===== config.mk =====
export PLATFORM = sky130hd
export DESIGN_NAME = load_store_unit
export DESIGN_NICKNAME = d
export VERILOG_FILES = /design/src/rtl/load_store_unit_pkg.sv /design/src/rtl/load_store_unit_load_align.sv /design/src/rtl/load_store_unit.sv
export SDC_FILE = /design/constraint.sdc
export NUM_CORES = 1
export LEC_CHECK = 0
export CORE_UTILIZATION = 45
export CTS_BUF_LIST = sky130_fd_sc_hd__clkbuf_8 sky130_fd_sc_hd__clkbuf_16
export DETAILED_ROUTE_END_ITERATION = 10
export GPL_TIMING_DRIVEN = 0
export MAX_ROUTING_LAYER = met4
export PLACE_DENSITY = 0.92
export SYNTH_ARGS = -nofsm -noshare
export SYNTH_HDL_FRONTEND = slang
export SYNTH_SLANG_ARGS = --single-unit

===== constraint.sdc =====
create_clock -name clk -period 1.9 [get_ports clk]
set_input_delay 0.38 -clock clk [delete_from_list [all_inputs] [get_ports clk]]
set_output_delay 0.38 -clock clk [all_outputs]
set_load 0.02 [all_outputs]

===== src/rtl/load_store_unit_pkg.sv =====
`default_nettype none
// ============================================================================
// Module      : load_store_unit_pkg
// Description : Shared definitions for the load/store unit. Holds the RV32I
//               funct3 width codes, the FSM state encoding and the legality
//               check applied to an incoming request.
// Revision    : 1.0 - initial release
// ============================================================================
package load_store_unit_pkg;

  // funct3 width/sign codes. Loads and stores share the low codes.
  localparam logic [2:0] F3_LB  = 3'b000;
  localparam logic [2:0] F3_LH  = 3'b001;
  localparam logic [2:0] F3_LW  = 3'b010;
  localparam logic [2:0] F3_LBU = 3'b100;
  localparam logic [2:0] F3_LHU = 3'b101;
  localparam logic [2:0] F3_SB  = 3'b000;
  localparam logic [2:0] F3_SH  = 3'b001;
  localparam logic [2:0] F3_SW  = 3'b010;

  typedef enum logic [1:0] {
    ST_IDLE   = 2'd0,
    ST_ACCESS = 2'd1,
    ST_DONE   = 2'd2
  } lsu_state_e;

  // Returns 1 for any request that must be rejected without a bus access:
  // reserved width codes, unsigned stores, or addresses not naturally aligned
  // to the access size.
  function automatic logic lsu_illegal(input logic       is_store,
                                       input logic [2:0] funct3,
                                       input logic [1:0] addr_lo);
    logic bad;
    bad = 1'b0;
    if (funct3 == 3'b011 || funct3 == 3'b110 || funct3 == 3'b111) begin
      bad = 1'b1;
    end else if (is_store && funct3[2]) begin
      bad = 1'b1;
    end else if ((funct3 == F3_LH || funct3 == F3_LHU) && addr_lo[0]) begin
      bad = 1'b1;
    end else if (funct3 == F3_LW && addr_lo != 2'b00) begin
      bad = 1'b1;
    end
    return bad;
  endfunction

endpackage
`default_nettype wire


===== src/rtl/load_store_unit_load_align.sv =====
`default_nettype none
// ============================================================================
// Module      : lsu_load_align
// Description : Combinational load formatter. Picks the byte/halfword lane
//               addressed by addr[1:0] out of the memory word and sign- or
//               zero-extends it according to funct3.
// Ports       : rdata    in  32  word returned by data memory
//               addr     in   2  byte offset within the word
//               funct3   in   3  load width/sign code
//               ext_data out 32  extended load value
// Revision    : 1.0 - initial release
// ============================================================================
module lsu_load_align
  import load_store_unit_pkg::*;
(
  input  logic [31:0] rdata,
  input  logic [1:0]  addr,
  input  logic [2:0]  funct3,
  output logic [31:0] ext_data
);

  // Moving the addressed lane down to bit 0 lets every width read the low bits.
  logic [31:0] shifted;
  assign shifted = rdata >> {addr, 3'b000};

  always_comb begin
    ext_data = shifted;
    case (funct3)
      F3_LB:   ext_data = {{24{shifted[7]}}, shifted[7:0]};
      F3_LH:   ext_data = {{16{shifted[15]}}, shifted[15:0]};
      F3_LBU:  ext_data = {24'd0, shifted[7:0]};
      F3_LHU:  ext_data = {16'd0, shifted[15:0]};
      default: ext_data = shifted;
    endcase
  end

endmodule
`default_nettype wire


===== src/rtl/load_store_unit.sv =====
`default_nettype none
// ============================================================================
// Module      : load_store_unit
// Description : RV32I data-memory access stage. Issues one outstanding
//               req/ack access per request, formats store lanes, extends
//               load data and reports misaligned/illegal ops and timeouts.
// Ports       : clk, rst_n                 clock, async active-low reset
//               start, is_store, funct3,   request from EX (sampled when idle)
//               addr, store_data
//               busy, done, load_data,     pipeline handshake and results
//               misaligned, bus_err
//               mem_req, mem_we, mem_addr, data-memory port
//               mem_be, mem_wdata,
//               mem_rdata, mem_ack
// Revision    : 1.0 - initial release
// ============================================================================
module load_store_unit
  import load_store_unit_pkg::*;
#(
  parameter int TIMEOUT = 255
) (
  input  logic        clk,
  input  logic        rst_n,
  input  logic        start,
  input  logic        is_store,
  input  logic [2:0]  funct3,
  input  logic [31:0] addr,
  input  logic [31:0] store_data,
  output logic        busy,
  output logic        done,
  output logic [31:0] load_data,
  output logic        misaligned,
  output logic        bus_err,
  output logic        mem_req,
  output logic        mem_we,
  output logic [31:0] mem_addr,
  output logic [3:0]  mem_be,
  output logic [31:0] mem_wdata,
  input  logic [31:0] mem_rdata,
  input  logic        mem_ack
);

  localparam int CNT_W = $clog2(TIMEOUT + 1);

  lsu_state_e       state;
  lsu_state_e       state_next;
  logic [CNT_W-1:0] cycle_cnt;
  logic [2:0]       funct3_q;
  logic [1:0]       addr_lo_q;
  logic             misaligned_q;
  logic             bus_err_q;
  logic             accept;
  logic             illegal;
  logic             ack_ok;
  logic             timed_out;
  logic [3:0]       be_fmt;
  logic [31:0]      wdata_fmt;
  logic [31:0]      aligned;

  // DONE is treated as idle for acceptance so accesses can run back to back.
  assign accept    = start && (state == ST_IDLE || state == ST_DONE);
  assign illegal   = lsu_illegal(is_store, funct3, addr[1:0]);
  assign ack_ok    = (state == ST_ACCESS) && mem_ack;
  // An ack in the same cycle the counter reaches the limit wins over timeout.
  assign timed_out = (state == ST_ACCESS) && !mem_ack && (cycle_cnt == CNT_W'(TIMEOUT));

  // --------------------------------------------------------------------------
  // FSM
  // --------------------------------------------------------------------------
  always_ff @(posedge clk or negedge rst_n) begin
    if (!rst_n) begin
      state <= ST_IDLE;
    end else begin
      state <= state_next;
    end
  end

  always_comb begin
    state_next = state;
    busy       = 1'b0;
    done       = 1'b0;
    mem_req    = 1'b0;
    case (state)
      ST_IDLE: begin
        busy = start;
        if (start) begin
          state_next = illegal ? ST_DONE : ST_ACCESS;
        end
      end
      ST_ACCESS: begin
        busy    = 1'b1;
        mem_req = 1'b1;
        if (ack_ok || timed_out) begin
          state_next = ST_DONE;
        end
      end
      ST_DONE: begin
        busy = start;
        done = 1'b1;
        if (start) begin
          state_next = illegal ? ST_DONE : ST_ACCESS;
        end else begin
          state_next = ST_IDLE;
        end
      end
      default: state_next = ST_IDLE;
    endcase
  end

  // Error qualifiers are only meaningful alongside done.
  assign misaligned = done && misaligned_q;
  assign bus_err    = done && bus_err_q;

  // --------------------------------------------------------------------------
  // Store formatting: byte enables and lane-replicated write data
  // --------------------------------------------------------------------------
  always_comb begin
    be_fmt    = 4'b1111;
    wdata_fmt = store_data;
    if (is_store) begin
      case (funct3)
        F3_SB: begin
          be_fmt    = 4'b0001 << addr[1:0];
          wdata_fmt = {4{store_data[7:0]}};
        end
        F3_SH: begin
          be_fmt    = addr[1] ? 4'b1100 : 4'b0011;
          wdata_fmt = {2{store_data[15:0]}};
        end
        F3_SW: begin
          be_fmt    = 4'b1111;
          wdata_fmt = store_data;
        end
        default: begin
          be_fmt    = 4'b1111;
          wdata_fmt = store_data;
        end
      endcase
    end
  end

  lsu_load_align u_load_align (
    .rdata    (mem_rdata),
    .addr     (addr_lo_q),
    .funct3   (funct3_q),
    .ext_data (aligned)
  );

  // --------------------------------------------------------------------------
  // Request registers, timeout counter and load result
  // --------------------------------------------------------------------------
  always_ff @(posedge clk or negedge rst_n) begin
    if (!rst_n) begin
      mem_we       <= 1'b0;
      mem_addr     <= 32'd0;
      mem_be       <= 4'd0;
      mem_wdata    <= 32'd0;
      funct3_q     <= 3'd0;
      addr_lo_q    <= 2'd0;
      misaligned_q <= 1'b0;
      bus_err_q    <= 1'b0;
      cycle_cnt    <= '0;
      load_data    <= 32'd0;
    end else begin
      if (accept) begin
        misaligned_q <= illegal;
        bus_err_q    <= 1'b0;
        // The counter holds the 1-based index of the current ACCESS cycle.
        cycle_cnt    <= CNT_W'(1);
        if (!illegal) begin
          mem_we    <= is_store;
          mem_addr  <= {addr[31:2], 2'b00};
          mem_be    <= be_fmt;
          mem_wdata <= wdata_fmt;
          funct3_q  <= funct3;
          addr_lo_q <= addr[1:0];
        end
      end else if (state == ST_ACCESS && !ack_ok && !timed_out) begin
        cycle_cnt <= cycle_cnt + 1'b1;
      end

      if (timed_out) begin
        bus_err_q <= 1'b1;
      end

      if (ack_ok && !mem_we) begin
        load_data <= aligned;
      end
    end
  end

endmodule
`default_nettype wire


* Word level (Yosys, flattened, before mapping)
Cells that the tools add are included.
Widths: inputs -> output; s select.
** Word-level totals
- Bits in registers :: 116
- Input port bits :: 104
- Output and inout bits :: 106
** Operators by class
- Add/sub/neg operators :: 1
- Eq/ne operators :: 14
- Shift operators :: 2
- Muxes and demuxes :: 22
- Bitwise operators :: 1
- Reduce and logical (&&, ||, !) cells :: 30
** Operator list (number)
- $pmux 32 s4 :: 1
- $pmux 32 s2 :: 1
- $mux 32 :: 1
- $shr 32x5->32 :: 1
- $mux 8 :: 2
- $eq 3x3->1 const B :: 5
- $logic_and 1x1->1 :: 12
- $add 8x1->8 const B :: 1
- $eq 8x8->1 const B :: 1
- $mux 1 :: 8
- $mux 2 :: 4
- $mux 4 :: 2
- $pmux 4 s2 :: 1
- $eq 3x1->1 const B :: 2
- $eq 3x2->1 const B :: 2
- $logic_not 3->1 :: 2
- $pmux 2 s3 :: 1
- $reduce_bool 2->1 :: 3
- $logic_or 1x1->1 :: 5
- $logic_not 1->1 :: 4
- $reduce_and 2->1 :: 2
- $shl 1x2->4 const A :: 1
- $eq 2x1->1 const B :: 1
- $eq 2x2->1 const B :: 1
- other kinds (6) :: 6

* Longest topological paths before layout
Gate-level depths: netlist of run 1.
- Depth in word-level cells :: 9
- Mapped depth :: 6
- Mapped depth without buffers :: 5

* Hierarchy
A second synthesis of run 1 with hierarchy kept.
** Second synthesis, totals
- Cells, all modules :: 482
- Area total of the unflattened synthesis :: 5546.6 µm²
** Modules (own cells, without submodules)
- load_store_unit :: instances 1, cells each 375, area an instance 4852.2 µm², seq. area each 2902.8 µm²
- lsu_load_align :: instances 1, cells each 107, area an instance 694.4 µm², seq. area each 0.0 µm²

* Worst setup path before layout of run 1
OpenSTA, ideal clock, no wires.
- Path type :: in2reg
- Start :: in funct3[0]
- End :: reg addr_lo_q[0]
- Arrival :: 1504 ps
- Setup slack :: 271 ps
- Cell stages on the path :: 5
- Buffers on the path :: 2
- Path through :: buf_4 a221oi_2 o21ai_4 buf_4 mux2_4
** Between the ends
- Word-level cells in the longest chain between the ends :: 8
- Elaborated cells between the ends (all ways) :: 17
** RTL lines
- from (decl) :: RTL line load_store_unit.sv:26 : input logic [2:0] funct3,
- $eq 3x2->1, or another cell as far along :: RTL line load_store_unit_pkg.sv:41 : end else if (funct3 == F3_LW && addr_lo != 2'b00) begin
- $logic_and 1x1->1 / $logic_or 1x1->1 (equally long branches) :: RTL line load_store_unit_pkg.sv:41, load_store_unit_pkg.sv:39
- $mux 1 / $logic_and 1x1->1 (equally long branches) :: RTL line load_store_unit_pkg.sv:41, load_store_unit_pkg.sv:39
- $mux 1 :: RTL line load_store_unit_pkg.sv:39 : end else if ((funct3 == F3_LH || funct3 == F3_LHU) && addr_lo[0]) begin
- $mux 1 :: RTL line load_store_unit_pkg.sv:37 : end else if (is_store && funct3[2]) begin
- $mux 1 * :: RTL line load_store_unit_pkg.sv:35 : if (funct3 == 3'b011 || funct3 == 3'b110 || funct3 == 3'b111) begin
- $not 1->1 (no source line) *
- $reduce_and 2->1 (no source line) *
- to (signal assigned) :: RTL line load_store_unit.sv:176 : addr_lo_q <= addr[1:0];
- to (decl) :: RTL line load_store_unit.sv:49 : logic [1:0] addr_lo_q;
Mark *: on every way between the ends. The rest lies on a longest branch, timed or not.
A chain may end at the register's enable or synchronous reset.

* Worst setup path in the final report of run 1
- Start :: in addr[0]
- End :: reg mem_addr[30]
** Between the ends
- Word-level cells in the longest chain between the ends :: 8
- Elaborated cells between the ends (all ways) :: 9
** RTL lines
- from (decl) :: RTL line load_store_unit.sv:27 : input logic [31:0] addr,
- $reduce_bool 2->1 :: RTL line load_store_unit_pkg.sv:41
- $logic_and 1x1->1 :: RTL line load_store_unit_pkg.sv:41
- $mux 1 :: RTL line load_store_unit_pkg.sv:41
- $mux 1 * :: RTL line load_store_unit_pkg.sv:39
- $mux 1 * :: RTL line load_store_unit_pkg.sv:37
- $mux 1 * :: RTL line load_store_unit_pkg.sv:35
- $not 1->1 (no source line) *
- $reduce_and 2->1 (no source line) *
- to (signal assigned) :: RTL line load_store_unit.sv:172 : mem_addr <= {addr[31:2], 2'b00};
- to (decl) :: RTL line load_store_unit.sv:36 : output logic [31:0] mem_addr,
Marked as above.

==> results of run 1 <==
==> synthesized netlist by cell type (all sizes together) (2+ instances only) <==
| cell type | instances |
|---|---|
| o22a | 17 |
| clkbuf | 10 |
| a21oi | 26 |
| and2 | 19 |
| xnor2 | 3 |
| o21ai | 38 |
| mux2i | 43 |
| buf | 21 |
| mux2 | 54 |
| inv | 5 |
| or3b | 2 |
| nand4 | 2 |
| dfrtp | 116 |
| nor2b | 10 |
| nor2 | 41 |
| nand3 | 5 |
| xor2 | 2 |
| nand2b | 3 |
| nand2 | 35 |
| a211oi | 10 |
==> cell type report <==
class | count | area [um2]
Fill cell | 817 | 3580
Sequential cell | 116 | 2900
Multi-Input combinational cell | 330 | 2600
Timing Repair Buffer | 210 | 2110
Clock buffer | 19 | 453
Tap cell | 168 | 210
Buffer | 31 | 198
Clock inverter | 13 | 93.8
Inverter | 5 | 18.8
==> final timing paths <==
kind	start	to	slack (ns)	depth (start not counted)
max in group asynchronous	rst_n	load_data[19]$_DFFE_PN0P_	0.59	3
worst max-delay path	addr[0]	mem_addr[30]$_DFFE_PN0P_	0.07	5
worst min register to register	misaligned_q$_DFFE_PN0P_	misaligned_q$_DFFE_PN0P_	0.47	2
min in group asynchronous	rst_n	load_data[28]$_DFFE_PN0P_	0.54	2
worst max register to register	addr_lo_q[1]$_DFFE_PN0P_	load_data[27]$_DFFE_PN0P_	0.12	6
worst min-delay path	funct3[1]	funct3_q[1]$_DFFE_PN0P_	0.37	2
==> critical path: cells and delay by family <==
kind / cells / cell delay, ns
AOI/OAI and AO/OA: 2 / 0.51
buffers and inverters: 2 / 0.92
muxes: 1 / 0.31
==> cell usage in the layout, fill, tap and decap left out, types with 3 or more instances in the layout <==
| cell type | synthesis | final |
|---|---|---|
| inv_1 | 5 | 8 |
| dlymetal6s2s_1 | 0 | 3 |
| nor2b_1 | 10 | 9 |
| o21ai_0 | 35 | 35 |
| a21oi_1 | 26 | 25 |
| nand2b_1 | 3 | 3 |
| clkbuf_16 | 0 | 17 |
| clkdlybuf4s50_1 | 0 | 196 |
| buf_6 | 5 | 5 |
| xnor2_1 | 3 | 3 |
| clkbuf_1 | 10 | 3 |
| mux2_4 | 45 | 45 |
| mux2i_1 | 43 | 42 |
| buf_2 | 10 | 12 |
| and2_1 | 19 | 19 |
| clkinvlp_4 | 0 | 3 |
| dfrtp_1 | 116 | 116 |
| a211oi_1 | 9 | 9 |
| clkinv_2 | 0 | 6 |
| nor2_1 | 40 | 39 |
| clkbuf_2 | 0 | 7 |
| buf_4 | 6 | 9 |
| o22a_1 | 17 | 17 |
| mux2_2 | 9 | 9 |
| nand3_1 | 5 | 5 |
| nand2_1 | 35 | 35 |
==> power groups by stage <==
stage / clock network [mW] / registers (mW) / logic, mW
CTS: 2.96 / 3.73 / 4.50
global placement: 0 / 3.72 / 4.38
finish: 2.92 / 3.74 / 4.49
detailed placement: 0 / 3.75 / 4.48
floorplan: 0 / 4.56 / 1.43
global route: 3.08 / 3.82 / 4.75
==> routing by layer <==
metal | routed length, um | vias to the layer above | global-route usage (%)
met5 | 0 | - | -
met4 | 433 | 0 | 11.6
met3 | 1440 | 42 | 8.84
met2 | 8590 | 244 | 47.7
met1 | 6810 | 2346 | 31.3
li1 | - | 2152 | -
==> registers in the layout, summed over array words and instances, names as in the netlist <==
name          count
mem_addr         30
mem_we            1
funct3_q          3
mem_wdata        32
bus_err_q         1
mem_be            4
cycle_cnt         8
addr_lo_q         2
state             2
misaligned_q      1
load_data        32
==> cells by family (layout without fill, tap and decap cells) <==
logic type      Yosys count  in the layout  share of synthesized area, %
mux                      97             97                          21.2
flops                   116            116                          51.0
buf+inv                  36            278                          3.65
simple gates            125            125                          11.7
fa+ha+maj                 1              1                         0.220
xor+xnor                  5              5                         0.770
other cells               1              2                        0.0659
compound gates          100            100                          11.4
==> timing repair <==
action | CTS | global route
cloned | 0 | 0
gates resized for setup | 13 | 17
pin swaps | 0 | 3
setup buffers | 0 | 2
hold endpoints to repair | 33 | 0
setup endpoints to repair | 10 | 46
hold buffers | 1 | 0
==> results.md, run 1 <==
* #FFs+latches synth at 116
* Area of the core at 0.0122 mm2
* CTS tree: done
* Max stage delay on crit path at 0.64 ns
* Cell taking the most area after synthesis: dfrtp_1
* H-tree depth at 4
* Synth cell types at 47
* Via count at 4,784
* Final instance area at 0.00858 mm2
* Root buf cell: clkbuf_16
* Status: finished clean
* Number of DRC markers in iteration 0 at 332
* Area growth syn-to-layout at 50.8%
* Skew-Pair Late Insertion Delay at 0.41 ns
* Worst Hold Class: primary input to flop
* Post-synth EDFFs at 0
* Final Util at 70.6%
* Synth warn at 0
* Setup violations, final at 0
* Fin. Hold Viols at 0
* Synth Flop Type: dfrtp_1
* Drt total wl at 17.3 mm
* RSZ-0062 raised after global routing: no
* Crit share post-route at 96.5%
* Initial core utilization at 46.8%
* Dpl hpwl at 12.4 mm
* # clock sinks at 116
* Final cell count without fillers at 892
* Cell Pwr Density at 1300 mW/mm2
* Pins Over Slew Limit at 0
* Chip height at 114 um
* Std cell rows at 40
* Area after DPL at 0.00799 mm2
* Setup CP Type: primary input to flop
* Detailed-route wire length per cell at 19.4 um
* Worst hold margin at 0.371 ns
* TritonRoute pass-1 iters at 5
* Dpl ws at -0.448 ns
* Global-route wire length before repair at 26.9 mm
* Tightest Pin Transition at 0.621 ns
* Reg clk slew, reported paths at 0.05 ns
* Crit path setup slack, layout at 0.0668 ns
* Layout cells sized above 1 at 18.4%
* Slowest stage cell, crit path: clkdlybuf4s50_1
* Total internal power at 7.40 mW
* Largest net degree at the start of global routing at 74
* Port-buffer cells at 206
* Clock share of power at 26.2%
* Vias per std cell at 5.36
* Crit path DAT at 2.13 ns
* Crit-path max FO at 10
* Synth area leaders: dfrtp_1, mux2_4, mux2i_1, o21ai_0, nor2_1
* Data required, critical path at 2.20 ns
* Critical path startpoint category: primary input
* Top-area cell type share of the netlist area at 51.0%
* Antenna viol nets, final at 0
* Syn Area/Cell at 11.8 um2
* Cell total after placement at 857
* Register area share after synthesis at 51.0%
* Mapped Cells at 481
* Crit end category: flop
* Worst vdd ir at 800 uV
* # IOs at 210
* CTS Buffer Depth at 2
* Fmax achieved at 545 MHz
* Comb power frac at 40.3%
* CTS Buf Count at 17
* Sw Ratio at 33.7%
* Initial antenna violation count at 0
* Total Power at 11.2 mW
* # DRC at 0
* Routability cong. at 0.899
* GRT Resource Usage Total at 28.4%
* Crit-path cells: clkdlybuf4s50_1 -> a221oi_2 -> o21ai_4 -> buf_4 -> mux2_4
* Chip width at 114 um
* Seq pwr share at 33.5%
* Max-Cap Viols at 0
* Minimum clock period at 1.83 ns
* Clk_skew at 0.00622 ns
* LEAKAGE at 3.89 nW
* Nets at 816
* Post-route setup TNS at 0 ns
* Vias in the first global route at 5,141
* Overflow after GRT at 0
* Die area at 0.0131 mm2
* Mapped cell area at 0.00569 mm2
* Ys async rst share at 100%
* Net Sw Power at 3.75 mW
* Antenna cell count at 0
* Slew headroom at 58.6%
No activity file was read; power rests on OpenSTA's default activity.
==> run 2: changes to the inputs <==
--- a/config.mk
+++ b/config.mk
@@ -9,6 +9,7 @@
 export CTS_BUF_LIST = sky130_fd_sc_hd__clkbuf_8 sky130_fd_sc_hd__clkbuf_16
 export DETAILED_ROUTE_END_ITERATION = 10
 export GPL_TIMING_DRIVEN = 0
+export HOLD_SLACK_MARGIN = 0.08
 export MAX_ROUTING_LAYER = met4
 export PLACE_DENSITY = 0.92
 export SYNTH_ARGS = -nofsm -noshare
==> results of run 2 <==
Final layout, timing and power as in run 1 (identical DEF).
